$ cat src/rtl/arith_core_mod.sv
// One convolution lane: 3x3 dot product, channel accumulation, bias, requantize,
// optional ReLU and optional 4-to-1 max pooling. Two-cycle latency, one window per cycle.
module arith_core_mod (
  input  logic        clk,
  input  logic        reset,
  input  logic [71:0] in,
  input  logic [71:0] weight,
  input  logic [15:0] bias,
  input  logic [1:0]  bound_level,
  input  logic [2:0]  step,
  input  logic        en,
  input  logic        en_relu,
  input  logic        en_mp,
  output logic [7:0]  out,
  output logic        out_en
);

  localparam logic signed [23:0] SAT_MAX = 24'sd127;
  localparam logic signed [23:0] SAT_MIN = -24'sd128;

  function automatic logic signed [7:0] requant(input logic signed [23:0] s,
                                                input logic [1:0] lvl);
    logic signed [23:0] sh;
    sh = s >>> (5'd7 + {3'b000, lvl});
    if (sh > SAT_MAX)      return 8'sh7F;
    else if (sh < SAT_MIN) return 8'sh80;
    else                   return sh[7:0];
  endfunction

  function automatic logic signed [7:0] relu(input logic signed [7:0] x,
                                             input logic on);
    return (on && x < 0) ? 8'sh00 : x;
  endfunction

  logic signed [19:0] prod_sum;
  logic signed [23:0] acc_q, acc_d, acc_sum;
  logic [2:0]         cnt_q, cnt_d;
  logic               last;
  logic signed [23:0] sum_p1;
  logic               vld_p1;
  logic signed [7:0]  res_p2;
  logic               vld_p2;
  logic [1:0]         pcnt_q, pcnt_d;
  logic signed [7:0]  pmax_q, pmax_d, pool_max;
  logic signed [7:0]  out_q, out_d;
  logic               out_en_q, out_en_d;

  always_comb begin
    logic signed [15:0] ak, wk, pk;
    prod_sum = '0;
    for (int k = 0; k < 9; k++) begin
      ak = {{8{in[71-8*k]}}, in[71-8*k -: 8]};
      wk = {{8{weight[71-8*k]}}, weight[71-8*k -: 8]};
      pk = ak * wk;
      prod_sum = prod_sum + {{4{pk[15]}}, pk};
    end
  end

  // Stage 0: accumulate windows of the current group
  assign last    = (cnt_q == step);
  assign acc_sum = (cnt_q == 3'd0) ? {{4{prod_sum[19]}}, prod_sum}
                                   : acc_q + {{4{prod_sum[19]}}, prod_sum};

  always_comb begin
    acc_d = acc_q;
    cnt_d = cnt_q;
    if (en) begin
      acc_d = acc_sum;
      cnt_d = last ? 3'd0 : cnt_q + 3'd1;
    end
  end

  // Stage 1: group total plus bias, then requantize/ReLU into stage 2
  always_ff @(posedge clk) begin
    if (en && last) sum_p1 <= acc_sum + {{8{bias[15]}}, bias};
    if (vld_p1)     res_p2 <= relu(requant(sum_p1, bound_level), en_relu);
  end

  // Stage 2: pooling and output register
  assign pool_max = (pcnt_q == 2'd0 || res_p2 > pmax_q) ? res_p2 : pmax_q;

  always_comb begin
    pcnt_d   = pcnt_q;
    pmax_d   = pmax_q;
    out_d    = out_q;
    out_en_d = out_en_q;
    if (vld_p2) begin
      if (en_mp) begin
        pmax_d = pool_max;
        pcnt_d = pcnt_q + 2'd1;
        if (pcnt_q == 2'd3) begin
          out_d    = pool_max;
          out_en_d = 1'b1;
        end
      end else begin
        out_d    = res_p2;
        out_en_d = 1'b1;
      end
    end
  end

  always_ff @(posedge clk or posedge reset) begin
    if (reset) begin
      acc_q    <= '0;
      cnt_q    <= '0;
      vld_p1   <= 1'b0;
      vld_p2   <= 1'b0;
      pcnt_q   <= '0;
      pmax_q   <= '0;
      out_q    <= '0;
      out_en_q <= 1'b0;
    end else begin
      acc_q    <= acc_d;
      cnt_q    <= cnt_d;
      vld_p1   <= en && last;
      vld_p2   <= vld_p1;
      pcnt_q   <= pcnt_d;
      pmax_q   <= pmax_d;
      out_q    <= out_d;
      out_en_q <= out_en_d;
    end
  end

  assign out    = out_q;
  assign out_en = out_en_q;

endmodule

$ cat config.mk
export PLATFORM = sky130hd
export DESIGN_NAME = arith_core_mod
export DESIGN_NICKNAME = d
export VERILOG_FILES = /design/src/rtl/arith_core_mod.sv
export SDC_FILE = /design/constraint.sdc
export NUM_CORES = 2
export LEC_CHECK = 0
export ABC_AREA = 1
export BUFFER_PORTS_ARGS = -buffer_cell sky130_fd_sc_hd__buf_2
export CAP_MARGIN = 20
export CORE_MARGIN = 4
export CORE_UTILIZATION = 35
export DETAILED_ROUTE_END_ITERATION = 6
export PLACE_DENSITY = 0.5
export REMOVE_ABC_BUFFERS = 1
export SLEW_MARGIN = 10
export SYNTH_ARGS = -nofsm -noshare
export SYNTH_HDL_FRONTEND = slang
export SYNTH_SLANG_ARGS = --single-unit
$ cat constraint.sdc
create_clock -name clk -period 3.79 [get_ports clk]
set_input_delay 0.5685 -clock clk [delete_from_list [all_inputs] [get_ports clk]]
set_output_delay 0.5685 -clock clk [all_outputs]
set_load 0.05 [all_outputs]
; Word-level counts from Yosys, hierarchy flattened
; Index checks and enable logic that the tools add are counted.
[word_totals]
inputBits = 170
register_bits = 80
output_inout_bits = 9
[op_classes]
n_mux = 10
mul = 9
n_eq_ne = 3
shifts = 1
n_reduce_logical = 7
add_sub_neg = 13
n_lt_le_gt_ge = 4
[op_table]
columns = op, n
row1 = $mul 8x8->16, 9
row2 = $add 20x20->20, 4
row3 = $add 24x24->24, 2
row4 = $mux 8, 6
row5 = $gt 24x8->1 const B, 1
row6 = $lt 24x8->1 const B, 1
row7 = $mux 24, 1
row8 = $sshr 24x4->24, 1
row9 = $add 19x16->20, 1
row10 = $add 18x16->19, 1
row11 = $add 17x16->18, 1
row12 = $add 16x16->17, 1
row13 = $gt 8x8->1, 1
row14 = $lt 8x1->1 const B, 1
row15 = $add 3x2->4 const A, 1
row16 = $reduce_and 2->1, 2
row17 = $add 3x1->3 const B, 1
row18 = $eq 3x3->1, 1
row19 = $logic_not 3->1, 1
row20 = $mux 3, 1
row21 = $add 2x1->2 const B, 1
row22 = $eq 2x2->1 const B, 1
row23 = $logic_and 1x1->1, 2
row24 = $logic_not 2->1, 1
row25 = other kinds (3), 4

; Depth between registers and ports, before layout
[logic_depth]
depth_word = 12
depth_mapped = 68
ltp_nobuf = 67

; Least setup slack after synthesis
; Ideal clock, no wire load.
[synth_path]
path_type = input to register
from = input weight[26]
to = register sum_p1[22], data pin
t_required_ps = 3532
setup_slack_ps = -8592
cell_stages = 61
path_buffers = 1
arrival_ps = 12124
setup_ps = 258
cell_sequence = clkbuf_1 > nand2_1 > inv_1 > fa_1 > fa_1 > fa_1 > inv_1 > fa_1 > inv_1 > ha_1 > a21oi_1 > o21ai_0 > a21o_1 > a21o_1 > a21oi_1 > xor2_1 > inv_1 > fa_1 > [25 not listed] > nand2_1 > inv_1 > a21oi_1 > nor2_1 > nor2_1 > nand3_1 > nand2_1 > nand3_1 > nand2_1 > inv_1 > ha_1 > a21oi_1 > o21bai_1 > a21oi_1 > o21ai_0 > inv_1 > nand2_1 > xor2_1
[synth_via]
elab_chain_len = 8
[synth_rtl]
columns = item, line
row1 = from (decl), 7  ; input logic [71:0] weight,
row2 = $mul 8x8->16 *, 54  ; pk = ak * wk;
row3 = $add 20x20->20 * (4 in a row), 55  ; prod_sum = prod_sum + {{4{pk[15]}}, pk};
row4 = $add 24x24->24, 62  ; : acc_q + {{4{prod_sum[19]}}, prod_sum};
row5 = $mux 24 *, 61  ; assign acc_sum = (cnt_q == 3'd0) ? {{4{prod_sum[19]}}, prod_sum}
row6 = named net acc_sum[19], 36  ; logic signed [23:0] acc_q, acc_d, acc_sum;
row7 = $add 24x24->24 *, 75  ; if (en && last) sum_p1 <= acc_sum + {{8{bias[15]}}, bias};
row8 = to (signal assigned), 75
row9 = to (decl), 39  ; logic signed [23:0] sum_p1;
; The timed path passes the listed nets; every way through them passes the cells marked *.
; A chain may end at the register's enable or synchronous reset.

; Final worst setup path
[layout_path]
from = input weight[23]
to = register sum_p1[23], data pin
[layout_via]
elab_chain_len = 7
[layout_rtl]
columns = item, line
row1 = $mul 8x8->16 *, 54
row2 = $add 20x20->20 * (3 in a row), 55
row3 = $add 24x24->24, 62
row4 = $mux 24 *, 61
row5 = named net acc_sum[22], 36
row6 = $add 24x24->24 *, 75
; Marks and branches as above.

==> impl_metrics.env <==
export IMPL_area_growth_pct=33.3
export IMPL_slew_headroom=0.382
export IMPL_use_met3=0.0177
export IMPL_dieHeight_microns=317
export IMPL_setup_ws_ps=-8590
export IMPL_violations="setup timing"
export IMPL_drv_slew=0
export IMPL_vias=27800
export IMPL_max_freq_ghz=0.0807
export IMPL_yosysUniqueCellTypes=46
export IMPL_cts_tree="yes"
export IMPL_die_area_sq_mm=0.101
export IMPL_cts_root_buffer="clkbuf_16"
export IMPL_rsz0062_at_grt="true"
export IMPL_post_route_min_period_ps=12380
export IMPL_dp_slack_ps=-9680
export IMPL_busiest_layer="met2"
export IMPL_antenna_found_initial=15
export IMPL_dp_hpwl_mm=84.9
export IMPL_grt_pass1_wl_mm=154
export IMPL_htree_levels=3
export IMPL_cts_made_buffers=9
export IMPL_yosys_area_top_type="fa_1"
export IMPL_fin_skew_ps=15.8
export IMPL_timing_final_crit_share=3.27
export IMPL_cp_common_cell="fa_1"
export IMPL_grt_total_usage=0.193
export IMPL_viasPerCell=4.45
export IMPL_grt_pass1_vias=29300
export IMPL_synth_ff_type="dfrtp_1"
export IMPL_startpoint_type="input pin"
export IMPL_io_buffers=178
export IMPL_row_count=113
export IMPL_die_w_microns=317
export IMPL_core_sq_mm=0.0950
export IMPL_ys_top_cells_by_area="fa_1 (43%), inv_1 (14%), ha_1 (12%), nand2_1 (11%), dfrtp_1 (3.6%)"
export IMPL_synth_common_cells="inv_1 (1254), nand2_1 (942), fa_1 (713)"
export IMPL_io_pins=179
export IMPL_grt_max_degree=39
export IMPL_crit_fanout=5
export IMPL_synth_edf_count=28
export IMPL_worst_pin_slew_ps=926
export IMPL_drive_gt1_frac=0.299
export IMPL_cap_viol_max_count=0
export IMPL_nNetsFinal=6176
export IMPL_ys_ff_latch=76
export IMPL_clock_path_buffers=2
export IMPL_met1_usage=0.254
export IMPL_hold_slack_ps=203
export IMPL_start_util=0.352
export IMPL_setup_violations=43
export IMPL_drc=0
export IMPL_finalHoldViolCount=0
export IMPL_met2_usage=0.353
export IMPL_wl_per_cell_microns=15.3
export IMPL_endpoint_kind="register"
export IMPL_outcome="complete, but fails checks"
export IMPL_worstSetupPathType="input pin to register"
export IMPL_synth_top_area_share=0.426
export IMPL_path_buf_inv=18
export IMPL_cp_required_ps=3900
export IMPL_final_cell_area_sq_mm=0.0446
export IMPL_critPathMaxStageDelay_ps=580
export IMPL_syn_area_sq_mm=0.0335
export IMPL_clk_latency_ps=360
export IMPL_crit_slowest_cell="fa_1"
export IMPL_dr_pass1_iters=5
export IMPL_yosysMostFrequentCell="inv_1"
export IMPL_place_gp_congestion=0.914
export IMPL_clock_sinks=76
export IMPL_holdBufCountCts=0
export IMPL_synth_warnings=0
export IMPL_path_clk_slew_ps=80
export IMPL_yosysSeqAreaShare=0.0610
export IMPL_gr_total_overflow=0
export IMPL_detailed_place_area_sq_mm=0.0402
export IMPL_hp_class="input pin to asynchronous set/reset pin"
export IMPL_async_reset_ff_frac=0.632
export IMPL_ant_nets=0
export IMPL_critical_path_top_delay_family="adder cells"
export IMPL_arrival_ps=12490
export IMPL_routed_wl_mm=95.5
export IMPL_syn_inst=4228
export IMPL_syn_avg_cell_area_sq_um=7.92
export IMPL_drtIter0Drc=1154
## area by class of cell
class,count,area (sq um)
fill,9330,50400
multi-input combinational,2733,29100
timing repair buffer,893,6810
inverter,1260,4750
sequential,76,2040
tap,1265,1580
clock buffer,10,229
clock inverter,6,87.6
antenna,7,17.5
## cells in the final DEF (no fill, tap or decap), types with 17 or more instances in the layout
cell,Yosys,routed
inv_1,1254,1150
nand2_1,942,829
fa_1,713,690
buf_4,1,642
ha_1,320,233
buf_2,2,151
nor2_1,146,106
inv_2,3,100
nand3_1,113,90
ha_4,0,84
buf_6,3,84
nand2_2,2,69
a21oi_1,125,66
xor2_1,66,57
dfrtp_1,48,48
or2_2,49,46
nand2_4,0,44
o21ai_0,78,42
o21ai_1,20,34
a21oi_2,0,34
edfxtp_1,28,28
xnor2_1,33,25
a21oi_4,0,25
nand3_2,0,23
fa_2,0,23
nor2_4,0,21
nor2_2,0,19
nand4_1,17,17
## metal layers
metal	share of wire	vias to the layer above
li1	-	13700
met1	0.43	13600
met2	0.51	410
met3	0.033	92
met4	0.018	6
met5	0.00032	-
## path summary, 6_finish.rpt
check | startpoint | endpoint | slack [ps] | cells after the start
worst max-delay path | weight[23] | sum_p1[23] | -8590 | 59
worst min-delay path | reset | acc_q[2] | 200 | 2
worst max register to register | acc_q[0] | sum_p1[18] | -30 | 22
worst min register to register | out_en | out_en | 450 | 2
max in group asynchronous | reset | pmax_q[3] | 3050 | 3
min in group clk | out_en | out_en | 450 | 2
## flip-flops by register name (all words and copies together), names as in the netlist
name / count
pcnt_q: 2
acc_q: 24
res_p2: 8
pmax_q: 8
vld_p2: 1
out: 8
sum_p1: 20
out_en: 1
vld_p1: 1
cnt_q: 3
## cells by family after synthesis
group	share of synthesized area
flops	0.0610
fa+ha+maj	0.546
simple gates	0.158
xor+xnor	0.0259
buf+inv	0.160
compound gates	0.0487
## per-stage QoR
step                      cells  TNS [ps]   util
after detailed placement   6145   -336540  0.423
after global placement     6145   -334280  0.423
after CTS                  6216   -300550  0.456
after floorplan            4069   -283940      -
final                      6250   -300200  0.470
after global routing       6245   -316740  0.470
## repair_timing
action,4_1_cts,5_1_grt
setup buffers,62,48
pin swaps,246,216
gates resized for setup,547,277
setup endpoints to repair,43,43
Power is left out: the tool's default activity adds up to more than one toggle a clock period on the data nets, which glitch-free logic cannot reach.
